<file path="src/rtl/stopwatch_pkg.sv">
// Shared definitions for the stopwatch lap core.
//   - sw_state_e : architectural state encoding, also visible on the state output
//   - BCD digit width, digit limits and the 32-bit hh:mm:ss:cc field layout
//   - bcd_tick() : advances a packed BCD time by one centisecond, wrapping 99:59:59.99 to zero
package stopwatch_pkg;

    typedef enum logic [1:0] {
        ST_IDLE    = 2'b00,
        ST_RUNNING = 2'b01,
        ST_SPLIT   = 2'b10,
        ST_STOPPED = 2'b11
    } sw_state_e;

    localparam int BCD_W      = 4;
    localparam int NUM_DIGITS = 8;
    localparam int TIME_W     = BCD_W * NUM_DIGITS;

    localparam logic [BCD_W-1:0] DIGIT_MAX_9 = 4'd9;
    localparam logic [BCD_W-1:0] DIGIT_MAX_5 = 4'd5;

    // Digit positions (counted from cent_0) that are tens-of-seconds / tens-of-minutes
    localparam int SEC_1_IDX = 3;
    localparam int MIN_1_IDX = 5;

    // Field layout: hr_1 in [31:28] down to cent_0 in [3:0]
    typedef struct packed {
        logic [BCD_W-1:0] hr_1;
        logic [BCD_W-1:0] hr_0;
        logic [BCD_W-1:0] min_1;
        logic [BCD_W-1:0] min_0;
        logic [BCD_W-1:0] sec_1;
        logic [BCD_W-1:0] sec_0;
        logic [BCD_W-1:0] cent_1;
        logic [BCD_W-1:0] cent_0;
    } sw_time_t;

    // Ripple a carry from cent_0 upwards; a digit at its limit wraps to 0 and passes the carry on.
    // hr_1 wrapping past 9 gives the silent 99:59:59.99 -> 00:00:00.00 rollover.
    function automatic logic [TIME_W-1:0] bcd_tick(input logic [TIME_W-1:0] t);
        logic [TIME_W-1:0] r;
        logic              carry;
        logic [BCD_W-1:0]  lim;
        logic [BCD_W-1:0]  dig;
        r     = t;
        carry = 1'b1;
        for (int i = 0; i < NUM_DIGITS; i++) begin
            lim = ((i == SEC_1_IDX) || (i == MIN_1_IDX)) ? DIGIT_MAX_5 : DIGIT_MAX_9;
            dig = r[i*BCD_W +: BCD_W];
            if (carry) begin
                if (dig == lim) begin
                    r[i*BCD_W +: BCD_W] = 4'd0;
                    carry = 1'b1;
                end else begin
                    r[i*BCD_W +: BCD_W] = dig + 4'd1;
                    carry = 1'b0;
                end
            end else begin
                r[i*BCD_W +: BCD_W] = dig;
            end
        end
        return r;
    endfunction

endpackage

</file>
<file path="src/rtl/sw_btn_edge.sv">
// Rising-edge detector for one raw button level.
//   clk, rst : clock and async active-low reset
//   btn_i    : raw button level
//   evt_o    : one-cycle event, high in the cycle after the registered sample goes 0->1
// evt_o is decoded purely from flops, so the consumer never sees a path from btn_i.
module sw_btn_edge (
    input  logic clk,
    input  logic rst,
    input  logic btn_i,
    output logic evt_o
);

    logic sample_q, sample_d;
    logic prev_q,   prev_d;

    // Next-state for the two-stage sample history
    always_comb begin
        sample_d = btn_i;
        prev_d   = sample_q;
    end

    // Sample history registers
    always_ff @(posedge clk or negedge rst) begin
        if (!rst) begin
            sample_q <= 1'b0;
            prev_q   <= 1'b0;
        end else begin
            sample_q <= sample_d;
            prev_q   <= prev_d;
        end
    end

    assign evt_o = sample_q & ~prev_q;

endmodule

</file>
<file path="src/rtl/stopwatch_lap_core.sv">
// Stopwatch core with split display and lap FIFO.
//   clk, rst                : clock, async active-low reset
//   start, stop, split      : raw button levels (edge detected internally)
//   lap_rd                  : pop request for the lap FIFO
//   run_time / disp_time    : live BCD time / displayed BCD time (frozen while in SPLIT)
//   state                   : IDLE=00 RUNNING=01 SPLIT=10 STOPPED=11
//   lap_data, lap_valid     : show-ahead head of the lap FIFO (0 when empty), non-empty flag
//   lap_count, lap_full     : stored entries, full flag
//   lap_ovf                 : sticky, a capture was dropped because the FIFO was full
module stopwatch_lap_core
    import stopwatch_pkg::*;
#(
    parameter int TICK_DIV      = 500000,
    parameter int LAP_DEPTH     = 8,
    parameter int SPLIT_HOLD_CS = 300
) (
    input  logic                         clk,
    input  logic                         rst,
    input  logic                         start,
    input  logic                         stop,
    input  logic                         split,
    input  logic                         lap_rd,
    output logic [31:0]                  run_time,
    output logic [31:0]                  disp_time,
    output logic [1:0]                   state,
    output logic [31:0]                  lap_data,
    output logic                         lap_valid,
    output logic [$clog2(LAP_DEPTH):0]   lap_count,
    output logic                         lap_full,
    output logic                         lap_ovf
);

    localparam int DIV_W  = (TICK_DIV > 2) ? $clog2(TICK_DIV) : 1;
    localparam int HOLD_W = $clog2(SPLIT_HOLD_CS + 1);
    localparam int PTR_W  = $clog2(LAP_DEPTH);
    localparam int CNT_W  = PTR_W + 1;

    logic start_evt_s, stop_evt_s, split_evt_s;
    logic start_s, stop_s, split_s;
    logic counting_s, tick_s, push_s, clear_s;
    logic pop_s, full_s, wr_en_s;

    sw_state_e           state_q, state_d;
    logic [TIME_W-1:0]   time_q,  time_d;
    logic [TIME_W-1:0]   frz_q,   frz_d;
    logic [TIME_W-1:0]   disp_q,  disp_d;
    logic [DIV_W-1:0]    div_q,   div_d;
    logic [HOLD_W-1:0]   hold_q,  hold_d;

    logic [TIME_W-1:0]   mem_q [LAP_DEPTH];
    logic [PTR_W-1:0]    wr_ptr_q, wr_ptr_d;
    logic [PTR_W-1:0]    rd_ptr_q, rd_ptr_d;
    logic [CNT_W-1:0]    cnt_q,    cnt_d;
    logic [TIME_W-1:0]   lap_data_q, lap_data_d;
    logic                ovf_q,    ovf_d;

    sw_btn_edge u_start_edge (.clk(clk), .rst(rst), .btn_i(start), .evt_o(start_evt_s));
    sw_btn_edge u_stop_edge  (.clk(clk), .rst(rst), .btn_i(stop),  .evt_o(stop_evt_s));
    sw_btn_edge u_split_edge (.clk(clk), .rst(rst), .btn_i(split), .evt_o(split_evt_s));

    // Event priority: stop masks start and split, start masks split
    always_comb begin
        stop_s  = stop_evt_s;
        start_s = start_evt_s & ~stop_evt_s;
        split_s = split_evt_s & ~stop_evt_s & ~start_evt_s;
    end

    // Divider, BCD time, split/hold FSM next-state
    always_comb begin
        state_d    = state_q;
        time_d     = time_q;
        frz_d      = frz_q;
        div_d      = div_q;
        hold_d     = hold_q;
        push_s     = 1'b0;
        clear_s    = 1'b0;
        counting_s = (state_q == ST_RUNNING) || (state_q == ST_SPLIT);
        tick_s     = counting_s && (div_q == DIV_W'(TICK_DIV - 1));

        if (counting_s) begin
            div_d = tick_s ? '0 : div_q + DIV_W'(1);
        end else begin
            div_d = div_q;
        end

        if (tick_s) begin
            time_d = bcd_tick(time_q);
        end else begin
            time_d = time_q;
        end

        case (state_q)
            ST_IDLE: begin
                if (start_s) begin
                    state_d = ST_RUNNING;
                end else begin
                    state_d = ST_IDLE;
                end
            end
            ST_RUNNING: begin
                if (stop_s) begin
                    state_d = ST_STOPPED;
                end else if (split_s) begin
                    // Capture the pre-increment value of this edge
                    state_d = ST_SPLIT;
                    frz_d   = time_q;
                    hold_d  = '0;
                    push_s  = 1'b1;
                end else begin
                    state_d = ST_RUNNING;
                end
            end
            ST_SPLIT: begin
                if (stop_s) begin
                    state_d = ST_STOPPED;
                end else if (split_s) begin
                    frz_d   = time_q;
                    hold_d  = '0;
                    push_s  = 1'b1;
                end else if (tick_s) begin
                    if (hold_q == HOLD_W'(SPLIT_HOLD_CS - 1)) begin
                        state_d = ST_RUNNING;
                        hold_d  = '0;
                    end else begin
                        hold_d  = hold_q + HOLD_W'(1);
                    end
                end else begin
                    state_d = ST_SPLIT;
                end
            end
            ST_STOPPED: begin
                if (start_s) begin
                    state_d = ST_RUNNING;
                end else if (split_s) begin
                    state_d = ST_IDLE;
                    clear_s = 1'b1;
                    time_d  = '0;
                    frz_d   = '0;
                    div_d   = '0;
                    hold_d  = '0;
                end else begin
                    state_d = ST_STOPPED;
                end
            end
            default: begin
                state_d = ST_IDLE;
            end
        endcase

        disp_d = (state_d == ST_SPLIT) ? frz_d : time_d;
    end

    // Lap FIFO next-state; a full FIFO still accepts a push when a pop frees a slot in the same cycle
    always_comb begin
        pop_s    = lap_rd && (cnt_q != '0);
        full_s   = (cnt_q == CNT_W'(LAP_DEPTH));
        wr_en_s  = push_s && (!full_s || pop_s);
        wr_ptr_d = wr_ptr_q;
        rd_ptr_d = rd_ptr_q;
        cnt_d    = cnt_q;
        ovf_d    = ovf_q;

        if (clear_s) begin
            wr_ptr_d = '0;
            rd_ptr_d = '0;
            cnt_d    = '0;
            ovf_d    = 1'b0;
        end else begin
            if (wr_en_s) begin
                wr_ptr_d = wr_ptr_q + PTR_W'(1);
            end else begin
                wr_ptr_d = wr_ptr_q;
            end
            if (pop_s) begin
                rd_ptr_d = rd_ptr_q + PTR_W'(1);
            end else begin
                rd_ptr_d = rd_ptr_q;
            end
            case ({wr_en_s, pop_s})
                2'b10:   cnt_d = cnt_q + CNT_W'(1);
                2'b01:   cnt_d = cnt_q - CNT_W'(1);
                default: cnt_d = cnt_q;
            endcase
            if (push_s && full_s && !pop_s) begin
                ovf_d = 1'b1;
            end else begin
                ovf_d = ovf_q;
            end
        end

        // Show-ahead head; forward the incoming capture when it lands in the new head slot
        if (cnt_d == '0) begin
            lap_data_d = '0;
        end else if (wr_en_s && (wr_ptr_q == rd_ptr_d)) begin
            lap_data_d = time_q;
        end else begin
            lap_data_d = mem_q[rd_ptr_d];
        end
    end

    // Lap storage array (contents only meaningful below cnt_q)
    always_ff @(posedge clk) begin
        if (wr_en_s) begin
            mem_q[wr_ptr_q] <= time_q;
        end
    end

    // Core state registers
    always_ff @(posedge clk or negedge rst) begin
        if (!rst) begin
            state_q    <= ST_IDLE;
            time_q     <= '0;
            frz_q      <= '0;
            disp_q     <= '0;
            div_q      <= '0;
            hold_q     <= '0;
            wr_ptr_q   <= '0;
            rd_ptr_q   <= '0;
            cnt_q      <= '0;
            lap_data_q <= '0;
            ovf_q      <= 1'b0;
        end else begin
            state_q    <= state_d;
            time_q     <= time_d;
            frz_q      <= frz_d;
            disp_q     <= disp_d;
            div_q      <= div_d;
            hold_q     <= hold_d;
            wr_ptr_q   <= wr_ptr_d;
            rd_ptr_q   <= rd_ptr_d;
            cnt_q      <= cnt_d;
            lap_data_q <= lap_data_d;
            ovf_q      <= ovf_d;
        end
    end

    assign run_time  = time_q;
    assign disp_time = disp_q;
    assign state     = state_q;
    assign lap_data  = lap_data_q;
    assign lap_valid = (cnt_q != '0);
    assign lap_count = cnt_q;
    assign lap_full  = (cnt_q == CNT_W'(LAP_DEPTH));
    assign lap_ovf   = ovf_q;

endmodule

</file>
<file path="config.mk">
export PLATFORM = sky130hd
export DESIGN_NAME = stopwatch_lap_core
export DESIGN_NICKNAME = d
export VERILOG_FILES = /design/src/rtl/stopwatch_pkg.sv /design/src/rtl/sw_btn_edge.sv /design/src/rtl/stopwatch_lap_core.sv
export SDC_FILE = /design/constraint.sdc
export NUM_CORES = 1
export LEC_CHECK = 0
export CAP_MARGIN = 20
export CORE_MARGIN = 2
export CORE_UTILIZATION = 40
export CTS_BUF_LIST = sky130_fd_sc_hd__clkbuf_4
export CTS_CLUSTER_DIAMETER = 50
export CTS_CLUSTER_SIZE = 28
export DETAILED_ROUTE_END_ITERATION = 10
export DONT_BUFFER_PORTS = 1
export SLEW_MARGIN = 20
export SYNTH_ARGS = -nofsm -noshare
export SYNTH_HDL_FRONTEND = slang
export SYNTH_SLANG_ARGS = --single-unit
</file>
<file path="constraint.sdc">
create_clock -name clk -period 4.3 [get_ports clk]
set_input_delay 0.86 -clock clk [delete_from_list [all_inputs] [get_ports clk]]
set_output_delay 0.86 -clock clk [all_outputs]
set_load 0.01 [all_outputs]
</file>
* Word level (Yosys, flattened, before mapping)
Memory sizes are Yosys's and may differ from the RTL's.
Cells that the tools add are included.
** Storage, ports and cells
- Output and inout port bits :: 105
- Memories kept :: 1
- Input bits :: 6
- Word-level logic and storage cells :: 168
- RAM bits :: 256
- Bits in registers :: 175
** Memory list
- mem_q :: words 8, width 32, read ports 1, clocked after memory_dff 0, wr ports 1, RTL line stopwatch_lap_core.sv:50 : logic [TIME_W-1:0] mem_q [LAP_DEPTH];
** Cells by class
- Bitwise operators :: 11
- Multiplexer cells :: 85
- Reductions and logical operators :: 18
- Equal/unequal tests :: 22
- Add/subtract/negate cells :: 14
** Operators with widths (number)
- 2-to-1 mux 32 bit :: 11
- 2-to-1 mux 19 bit :: 5
- 2-to-1 mux 4 bit :: 16
- case mux 32 bit (2 select lines) :: 1
- 2-to-1 mux 9 bit :: 7
- adder 4 x 1 -> 4 bit, second input constant :: 9
- 2-to-1 mux 1 bit :: 30
- equality test 4 bit, second input constant :: 7
- case mux 9 bit (3 select lines) :: 1
- adder 19 x 1 -> 19 bit, second input constant :: 1
- equality test 19 bit, second input constant :: 1
- 2-to-1 mux 2 bit :: 8
- 2-to-1 mux 3 bit :: 4
- adder 9 x 1 -> 9 bit, second input constant :: 1
- equality test 9 bit, second input constant :: 1
- equality test 2 bit, second input constant :: 4
- equality test 4 x 3 -> 1 bit, second input constant :: 2
- case mux 2 bit (4 select lines) :: 1
- case mux 4 bit (2 select lines) :: 1
- adder 3 x 1 -> 3 bit, second input constant :: 2
- bitwise AND 1 bit :: 6
- logical AND 1 bit :: 6
- inequality test 2 bit, second input constant :: 3
- inverter 1 bit :: 5
- 13 further kinds :: 17

* Logic depth before layout (Yosys ltp)
Gate-level depths: netlist (run 1).
- Depth after elaboration :: 22
- Gate-level depth with buffers :: 14
- Mapped depth without buffers :: 12

* Cells and area by module
A second synthesis (run 1) with hierarchy kept.
** Unflattened totals
- Cells, all modules :: 1333
- Area, all modules :: 18017.3 µm²
** Modules (own cells, without submodules)
- stopwatch_lap_core :: area each 17825.8 µm², times used 1, cells each 1324, sequential area each 11916.4 µm²
- sw_btn_edge :: area each 63.8 µm², times used 3, cells each 3, sequential area each 50.0 µm²

* Worst setup path before layout (run 1)
No wires, ideal clock.
- Path kind :: flip-flop to flip-flop
- Start point :: register state_q[0] (netlist: state[0])
- End point :: memory mem_q[0][0] in the netlist's numbering (enable)
- Path buffers :: 1
- Cell stages (with the launch flop) :: 8
- Data required time :: 3.839 ns
- Setup time :: 0.461 ns
- Data arrival time :: 4.113 ns
- Clock period less this slack :: 4.574 ns
- Path slack :: -0.274 ns
- Cells stage by stage :: dfrtp_1 -> inv_1 -> ha_1 -> buf_2 -> inv_1 -> nor4_2 -> nand3_1 -> nor3_1
** Between the ends
- Word-level cells in the longest chain between the ends :: 6
- Elaborated cells on any way between the ends :: 7
- Those cells by class :: 2 x eq/ne; 3 x mux; 2 x reduce/logical
** RTL lines
- from (decl) :: RTL line stopwatch_lap_core.sv:43 : sw_state_e state_q, state_d;
- from (signal assigned) :: RTL line stopwatch_lap_core.sv:223 : state_q <= state_d;
- equality test 2 x 1 -> 1 bit or equality test 2 bit (tied branches) :: RTL line stopwatch_lap_core.sv:92 : case (state_q)
- OR reduction 2 bit (no source line) *
- 2-to-1 mux 1 bit *
- logical AND 1 bit * :: RTL line stopwatch_lap_core.sv:157 : wr_en_s = push_s && (!full_s || pop_s);
- 2-to-1 mux 1 bit * :: RTL line stopwatch_lap_core.sv:203 : if (wr_en_s) begin
- 2-to-1 mux 1 bit (not written as such) * :: RTL line stopwatch_lap_core.sv:204 : mem_q[wr_ptr_q] <= time_q;
- to (decl) :: RTL line stopwatch_lap_core.sv:50
Every way passes the cells marked *; elsewhere a longest branch is shown, timed or not.

* Worst setup path in the final report (run 1)
- Start point :: register state_q[0] (netlist: state[0])
- End point :: register lap_data_q[9] (netlist: lap_data[9])
** Between the ends
- Word-level cells in the longest chain between the ends :: 9
- Elaborated cells on any way between the ends :: 18
- Those cells by class :: 6 x eq/ne; 7 x mux; 4 x reduce/logical; 1 x memory
** RTL lines
- equality test 2 x 1 -> 1 bit or equality test 2 bit (tied branches) :: RTL line stopwatch_lap_core.sv:92
- OR reduction 2 bit (no source line)
- 2-to-1 mux 1 bit
- logical AND 1 bit :: RTL line stopwatch_lap_core.sv:157
- equality test 2 x 1 -> 1 bit or equality test 2 bit (tied branches) :: RTL line stopwatch_lap_core.sv:179 : case ({wr_en_s, pop_s})
- case mux 4 bit (2 select lines) :: RTL line stopwatch_lap_core.sv:179
- 2-to-1 mux 4 bit :: RTL line stopwatch_lap_core.sv:163 : if (clear_s) begin
- logical NOT 4 bit :: RTL line stopwatch_lap_core.sv:192 : if (cnt_d == '0) begin
- 2-to-1 mux 32 bit * :: RTL line stopwatch_lap_core.sv:192
- via lap_data_d[9] :: RTL line stopwatch_lap_core.sv:54 : logic [TIME_W-1:0] lap_data_q, lap_data_d;
- to (signal assigned) :: RTL line stopwatch_lap_core.sv:232 : lap_data_q <= lap_data_d;
- to (decl) :: RTL line stopwatch_lap_core.sv:54
Mark *: on every way through the listed nets, which the timed path passes. The rest lies on a longest branch.
A chain may end at the register's enable or synchronous reset.

==> impl_metrics.toml, run 1 <==
[timing]
setup-tns-final_ns = 0
slew_viol_final = 0
hold_ws_ns = -0.265
finalSetupViolations = 0
period_share_pct = 84.5
finClkSkew_ns = 0.0859
hold_violations = 175
tightest_slew_ns = 0.822
maxSlewHeadroom_pct = 45.2
fmax_mhz = 275
rsz0062_at_grt = "no"
finalCriticalPeriod_ns = 3.64

[yosys]
async_flop_share_pct = 40.6
synth_top_cell_by_area = "edfxtp_1"
ys_seq_elements = 431
ys_dominant_reg_cell = "edfxtp_1"
ys_seq_area_share_pct = 67.5
yosysWarnings = 0
synthCells = 1286
synth_cell_type_count = 64
ys_top_cells_by_area = "edfxtp_1, dfrtp_1, nand2_1"
syn_area_um2 = 17900
syn_nets = 1301
syn_area_per_cell_um2 = 13.9
synth_top_area_share_pct = 43.0
synth_edf_count = 256

[critical_path]
crit_chain = "inv_1, ha_1, inv_1, nor4_2, buf_4, nor2_1, xor2_1, ha_1, inv_1, a31oi_1, o31ai_1, a21oi_4, buf_4, o211a_1"
r2r-end = "lap_data[9]"
regToRegSetupSlack_ns = 0.66
end_kind = "flip-flop"
critPathRequiredTime_ns = 5.03
slowest_delay_ns = 0.55
critPathArrivalTime_ns = 4.36
start_kind = "flip-flop"
cp_common_cell = "inv_1"
crit_buf_inv = 5
r2r_cells = 14
crit_path_top_delay_cell = "dfrtp_1"
critPathTopFamily = "buffers and inverters"
reg2reg_from = "state[0]"
critPathMaxFanout = 32
endpoint = "lap_data[9]"
path_class = "reg2reg"
cp_num_cells = 14
startpoint = "state[0]"

[place]
portBuffers = 0
place_congestion = 0.792
post-dp-hpwl_mm = 24.3
dpl_cell_area_um2 = 18700

[final_layout]
finalInstanceArea_um2 = 19400
mostFrequentLayoutCells = "edfxtp_1, dfrtp_1, nand2_1"
final_common_cell = "edfxtp_1"
area_delta_synth_final_pct = 8.40
fill_cells = 4040
nNetsFinal = 1306
drive_above_1_share_pct = 14.7

[floorplanning]
die_w_um = 215
dieArea_um2 = 46400
io_pins = 111
rows = 77
die_h_um = 215
coreArea_um2 = 44100
start_util_pct = 40.5

[clock_tree]
cts_tree = "done"
post_cts_resized = 0
cts_sinks = 431
cts.path.max_buffers = 3
cts_root_buf = "clkbuf_4"
clkLatencyLatePin_ns = 0.84
htreeDepth = 2
cts_setup_buffers = 0
cts_buffers = 40
clk_pin_slew_ns = 0.16

[drt]
num_vias = 10500
wl_per_cell_um = 21.6
ant_nets = 0
dr.first_iter.drc_count = 667
viasPerCell = 5.46
routed_wl_mm = 41.5
first_pass_iters = 5
drc_errors = 0

[global_route]
grt_pass1_vias = 10500
antenna_found_initial = 2
grt_usage_pct = 17.8
grt_max_degree = 176
grt_pass1_wl_mm = 63.7
grt_overflow = 0

[job]
drv_cap = 0

[min_path]
hold_path.class = "in2async"

[outcome]
status = "finished, violations left"
violations = "hold timing"

[pwr]
peakVddDrop_mv = 0.482
p_per_area_nw_per_um2 = 565
leakage_nw = 7.47
==> sequential cells by signal (all words and copies together) (netlist names), 2 cells and up <==
signal / count
disp_time: 32
wr_ptr_q: 3
run_time: 32
lap_data: 32
div_q: 19
mem_q: 256
frz_q: 32
state: 2
hold_q: 9
lap_count: 4
rd_ptr_q: 3
==> cell type report <==
type	count	area [um2]	share of cell area (%)
inverter	18	72.6	0.374
clock inverter	32	355	1.83
antenna	2	5.00	0.0258
sequential	431	12100	62.3
timing repair buffer	40	363	1.87
tap	592	741	3.82
multi-input combinational	760	5460	28.2
clock buffer	42	315	1.63
==> synth_stat cells (all sizes together), types with 3 or more instances <==
cell / instances
dfrtp: 175
clkbuf: 41
or2: 3
mux2i: 39
o31ai: 8
nor2b: 8
inv: 18
and3: 14
nand2: 139
nor3: 18
a21oi: 33
mux2: 98
o21ai: 60
ha: 9
nand2b: 10
xor2: 27
nor3b: 5
o22ai: 33
o211a: 32
xnor2: 15
nor2: 76
nand4: 16
edfxtp: 256
nor4: 9
a32o: 32
nand3: 26
and2: 5
buf: 36
a22o: 17
==> kinds of logic (layout without fill, tap and decap cells) <==
family                     Yosys count  count (layout)  synth area share, %
and+or+nand+nor                    342             342                 9.06
other                                0               2                    0
AOI/OAI and AO/OA                  230             230                 9.37
muxes                              137             137                 8.90
buffers and inverters               95             132                 2.49
xor gates and xnor gates            42              42                 2.06
DFF                                431             431                 67.5
adders and majority gates            9               9                0.630
==> worst min path at each step <==
stage	start	to	slack [ns]	depth (start not counted)
finish	rst	disp_time[4]	-0.26	0
global route	rst	lap_data[20]	-0.36	0
CTS	rst	lap_data[20]	-0.40	0
detailed placement	u_start_edge.prev_d	u_start_edge.prev_q	0.37	0
global placement	u_start_edge.prev_d	u_start_edge.prev_q	0.37	0
floorplan	u_start_edge.prev_d	u_start_edge.prev_q	0.35	0
==> metal layers <==
| metal | track usage, % | part of all wire (%) | vias to the layer above |
|---|---|---|---|
| li1 | - | - | 4796 |
| met1 | 24.2 | 45 | 5354 |
| met2 | 28.4 | 46 | 252 |
| met3 | 4.96 | 6.9 | 57 |
| met4 | 4.55 | 2.0 | 0 |
| met5 | 0 | 0 | - |
==> per-stage QoR <==
step / utilization (%) / std cells / power [mW] / setup slack, ns
6_report: 43.9 / 1917 / 10.9 / 0.665
5_1_grt: 43.9 / 1917 / 11.5 / 0.385
4_1_cts: 43.9 / 1915 / 11.1 / 0.653
3_5_place_dp: 42.4 / 1841 / 8.78 / 0.690
3_3_place_gp: 42.4 / 1841 / 8.73 / 0.787
2_1_floorplan: - / 1286 / 7.76 / 0.0878
==> worst reg2reg max path, stage by stage, from the launching register on <==
cell,delay [ns]
dfrtp_1,0.55
inv_1,0.11
ha_1,0.49
inv_1,0.17
nor4_2,0.29
buf_4,0.19
nor2_1,0.09
xor2_1,0.19
ha_1,0.34
inv_1,0.05
a31oi_1,0.14
o31ai_1,0.12
a21oi_4,0.20
buf_4,0.43
o211a_1,0.24
==> power breakdown <==
| part | total [mW] | internal, mW | switching [mW] |
|---|---|---|---|
| logic | 3.57 | 1.44 | 2.13 |
| registers | 5.09 | 4.70 | 0.386 |
| clock network | 2.28 | 0.724 | 1.56 |
| total | 10.9 | 6.87 | 4.08 |
Power figures use the tool's default switching activity.
==> run 2: changes to the inputs <==
==> constraint.sdc (replaced) <==
create_clock -name clk -period 3.4 [get_ports clk]
set_input_delay 0.68 -clock clk [delete_from_list [all_inputs] [get_ports clk]]
set_output_delay 0.68 -clock clk [all_outputs]
set_load 0.01 [all_outputs]
==> run 2 against run 1 <==
Compared with the run above: final area is 1.5% higher; sequential power is 25% higher; via count is 0.99% higher; utilization is 0.68 points higher; register-to-register slack worse by 0.45 ns; sequential share of layout area is 0.93 points lower; largest power group unchanged; die area stayed put; the run still ends with hold timing left; critical path depth is 3 lower; non-clock buffer count is 25 higher.
==> impl_metrics.toml, run 2 (synthesis results as in run 1) <==
[final_layout]
top_register = "mem_q"
instances_no_fill = 1939
area_delta_synth_final_pct = 10.1
final_common_cell = "edfxtp_1"
drive_above_1_share_pct = 16.2
largest_reg_flops = 256
nNetsFinal = 1331
mostFrequentLayoutCells = "edfxtp_1, dfrtp_1, nand2_1"
final_util_pct = 44.6

[drt]
dr.first_iter.drc_count = 741
drc_errors = 0
ant_nets = 0
wl_per_cell_um = 21.9
first_pass_iters = 6
viasPerCell = 5.45
routed_wl_mm = 42.4
num_vias = 10600

[global_route]
grt_overflow = 0
grt_usage_pct = 18.5
grt_pass1_vias = 10800
grt_max_degree = 176
grt_pass1_wl_mm = 65.7
antenna_found_initial = 1

[min_path]
hold_path.class = "in2async"

[place]
dp_cells = 1862
place_ws_ns = 0.186
portBuffers = 0
post-dp-hpwl_mm = 25.0
place_congestion = 0.796

[pwr]
leakage_nw = 7.64
p_int_mw = 9.05
p_seq_share_pct = 44.9
peakVddDrop_mv = 0.479
p_sw_mw = 5.13
p_per_area_nw_per_um2 = 720
p_sw_share_pct = 36.2
power_frac_comb_pct = 33.7
pwr-share-clk_pct = 21.4

[floorplanning]
io_pins = 111
die_w_um = 215
rows = 77
die_h_um = 215
dieArea_um2 = 46400
coreArea_um2 = 44100
start_util_pct = 40.5

[critical_path]
end_kind = "flip-flop"
critPathRequiredTime_ns = 4.11
critPathMaxFanout = 8
critPathArrivalTime_ns = 3.89
regToRegSetupSlack_ns = 0.21
reg2reg_from = "state[1]"
startpoint = "state[1]"
r2r_cells = 11
path_class = "reg2reg"
r2r-end = "disp_time[11]"
endpoint = "disp_time[11]"
start_kind = "flip-flop"

[outcome]
violations = "hold timing"
status = "finished, violations left"

[clock_tree]
clkLatencyLatePin_ns = 0.80
cts_tree = "done"
cts_sinks = 431
clk_pin_slew_ns = 0.18
cts.path.max_buffers = 3
ctsHoldBuffers = 3
cts_buffers = 40
cts_root_buf = "clkbuf_4"
htreeDepth = 2

[timing]
maxSlewHeadroom_pct = 51.7
finClkSkew_ns = 0.0729
tightest_slew_ns = 0.725
setup_ws_ns = 0.214
hold_ws_ns = -0.444
hold_violations = 175
fmax_mhz = 314
slew_viol_final = 0
period_share_pct = 93.7
setup-tns-final_ns = 0
finalCriticalPeriod_ns = 3.19
finalSetupViolations = 0

[job]
drv_cap = 0
-- run 2: timing repair --
| item | in CTS | in global routing |
|---|---|---|
| setup buffers | 0 | 1 |
| resized for setup | 0 | 5 |
| endpoints found under the hold margin | 178 | 175 |
| endpoints found under the setup margin | 0 | 39 |
-- run 2: layout make-up --
class                           count  area (um2)
Antenna cell                        1        2.50
Clock buffer                       46         345
Clock inverter                     26         357
Fill cell                        4045       24400
Inverter                           18        72.6
Multi-Input combinational cell    760        5470
Sequential cell                   431       12100
Tap cell                          592         741
Timing Repair Buffer               65         624
-- run 2: power by group through the flow --
stage,clock network [mW],logic (mW),registers (mW)
after floorplan,0,3.48,6.34
after CTS,3.14,4.82,6.39
after detailed placement,0,4.80,6.50
after global placement,0,4.73,6.51
final,3.03,4.77,6.37
after global routing,3.33,5.18,6.42
-- run 2: through the flow --
step | cell area, um2 | power [mW]
6_report | 19700 | 14.2
5_1_grt | 19700 | 14.9
4_1_cts | 19700 | 14.3
3_5_place_dp | 18900 | 11.3
3_3_place_gp | 18900 | 11.2
2_1_floorplan | 17900 | 9.81
-- run 2: how the worst min path moves through the flow --
stage	cells after the start	endpoint
after floorplan	0	u_start_edge.prev_q
after global placement	0	u_start_edge.prev_q
after detailed placement	0	u_start_edge.prev_q
after CTS	0	lap_data[3]
after global routing	0	run_time[4]
final	0	lap_data[3]
-- run 2: critical path: stages, from the launching register on --
cell	delay, ns
dfrtp_2	0.46
inv_1	0.08
ha_1	0.32
buf_4	0.16
and4_1	0.25
nand4_1	0.26
buf_4	0.23
or4_1	0.62
nor3_1	0.21
o21ai_0	0.12
a21oi_1	0.24
mux2_1	0.17
-- run 2: routing by layer --
metal / GRT usage, % / up-vias / share of wire, % / routed length, um
met3: 4.57 / 55 / 6.4 / 2710
met4: 5.20 / 0 / 2.0 / 830
met2: 29.8 / 245 / 47 / 20000
met1: 24.9 / 5415 / 45 / 18900
li1: - / 4848 / - / -
met5: 0 / - / 0 / 0
==> run 3: changes to the inputs <==
--- a/config.mk
+++ b/config.mk
@@ -13,6 +13,7 @@
 export CTS_CLUSTER_SIZE = 28
 export DETAILED_ROUTE_END_ITERATION = 10
 export DONT_BUFFER_PORTS = 1
+export PLACE_DENSITY = 0.62
 export SLEW_MARGIN = 20
 export SYNTH_ARGS = -nofsm -noshare
 export SYNTH_HDL_FRONTEND = slang
==> run 3 against run 2 <==
Compared with the run above: the flow still finishes with violations (hold timing); worst hold slack improved by 0.065 ns; final cell count decreased by 0.36%; flip-flop and latch count unchanged; wire length decreased by 4.0%; final area decreased by 0.71%; maximum frequency increased by 5.2%; critical endpoint is now disp_time[7].
==> impl_metrics.toml, run 3 (synthesis results as in run 1) <==
[outcome]
status = "finished, violations left"
violations = "hold timing"

[critical_path]
regToRegSetupSlack_ns = 0.37
end_kind = "flip-flop"
crit_buf_inv = 3
crit_chain = "inv_1, ha_1, buf_4, and4_1, nand4_1, nor2_2, o21ai_1, a311oi_1, nor4_4, buf_12, mux2_1"
critPathArrivalTime_ns = 3.62
critPathMaxFanout = 32
crit_path_top_delay_cell = "a311oi_1"
path_class = "reg2reg"
r2r_cells = 11
critPathTopFamily = "simple AND/OR/NAND/NOR gates"
slowest_delay_ns = 0.50
start_kind = "flip-flop"
cp_num_cells = 11
critPathRequiredTime_ns = 3.99

[pwr]
peakVddDrop_mv = 0.867
finalPower_mw = 13.7
p_per_area_nw_per_um2 = 703
leakage_nw = 7.57

[final_layout]
largest_reg_flops = 256
fill_cells = 4023
final_util_pct = 44.3
nNetsFinal = 1325
drive_above_1_share_pct = 15.4
mostFrequentLayoutCells = "edfxtp_1, dfrtp_1, nand2_1"
area_delta_synth_final_pct = 9.29
top_register = "mem_q"
final_common_cell = "edfxtp_1"

[drt]
wl_per_cell_um = 21.1
first_pass_iters = 5
viasPerCell = 5.47
dr.first_iter.drc_count = 703
routed_wl_mm = 40.7
ant_nets = 0
num_vias = 10600
drc_errors = 0

[global_route]
grt_pass1_vias = 10500
grt_overflow = 0
grt_pass1_wl_mm = 63.0
grt_usage_pct = 17.5
grt_max_degree = 176
antenna_found_initial = 1

[floorplanning]
die_h_um = 215
start_util_pct = 40.5
die_w_um = 215
rows = 77
coreArea_um2 = 44100
io_pins = 111
dieArea_um2 = 46400

[place]
place_congestion = 0.810
portBuffers = 0
post-dp-hpwl_mm = 23.8

[timing]
slew_viol_final = 0
finalSetupViolations = 0
maxSlewHeadroom_pct = 52.1
hold_ws_ns = -0.378
rsz0062_at_grt = "no"
finClkSkew_ns = 0.0580
finalCriticalPeriod_ns = 3.03
hold_violations = 175
fmax_mhz = 330
period_share_pct = 89.1
tightest_slew_ns = 0.719

[clock_tree]
cts.path.max_buffers = 3
clkLatencyLatePin_ns = 0.75
htreeDepth = 2
cts_root_buf = "clkbuf_4"
cts_sinks = 431
ctsHoldBuffers = 3
cts_buffers = 38
clk_pin_slew_ns = 0.17
cts_setup_buffers = 0
cts_tree = "done"

[job]
drv_cap = 0

[min_path]
hold_path.class = "in2async"
-- run 3: changes by cell type in the layout (fill, tap and decap cells not counted), moves of 3 or more --
cell       previous run  this run
buf_4                51        47
bufinv_16             5         1
clkbuf_4             46        41
clkinv_2              4         1
inv_6                 3         8
inv_8                 4         7
-- run 3: final timing paths --
check / startpoint / endpoint
worst max-delay path: state[1] / disp_time[7]
worst min-delay path: rst / lap_data[1]
worst max register to register: state[1] / disp_time[7]
worst min register to register: u_start_edge.prev_d / u_start_edge.prev_q
max in group asynchronous: rst / lap_data[14]
min in group clk: lap_rd / lap_count[3]
-- run 3: worst register-to-register path, cell delays in order, from the launching register on --
cell and delay, ns:
dfrtp_1 0.38, inv_1 0.06, ha_1 0.29, buf_4 0.16, and4_1 0.26, nand4_1 0.26, nor2_2 0.23, o21ai_1 0.11
a311oi_1 0.50, nor4_4 0.12, buf_12 0.22, mux2_1 0.33
-- run 3: repair_timing --
action                                  4_1_cts  5_1_grt
resized for setup                             0        0
endpoints found under the hold margin       178      175
endpoints found under the setup margin        0        0
-- run 3: stage by stage --
stage	setup TNS [ns]	cells	cell area, um2	setup slack, ns
after detailed placement	0	1859	18900	0.455
final	0	1932	19500	0.372
after floorplan	-63.88	1286	17900	-0.765
after global routing	0	1932	19500	0.168
after global placement	0	1859	18900	0.498
after CTS	0	1931	19500	0.423
-- run 3: area by class of cell --
class	instances	area [um2]	area share [%]
Multi-Input combinational cell	760	5460	28.0
Clock buffer	41	308	1.58
Antenna cell	1	2.50	0.0128
Clock inverter	28	285	1.46
Timing Repair Buffer	61	603	3.09
Inverter	18	72.6	0.371
Sequential cell	431	12100	61.8
Tap cell	592	741	3.79
-- run 3: power by group --
part | internal [mW] | switching, mW
Combinational | 1.95 | 2.78
Clock | 0.807 | 1.85
Sequential | 5.95 | 0.406
-- run 3: per-layer routing --
| metal | GRT usage (%) | routed length (um) | vias to the layer above |
|---|---|---|---|
| met4 | 4.80 | 801 | 0 |
| met5 | 0 | 0 | - |
| met1 | 24.1 | 18400 | 5397 |
| met2 | 27.7 | 18900 | 280 |
| li1 | - | - | 4832 |
| met3 | 4.34 | 2650 | 54 |
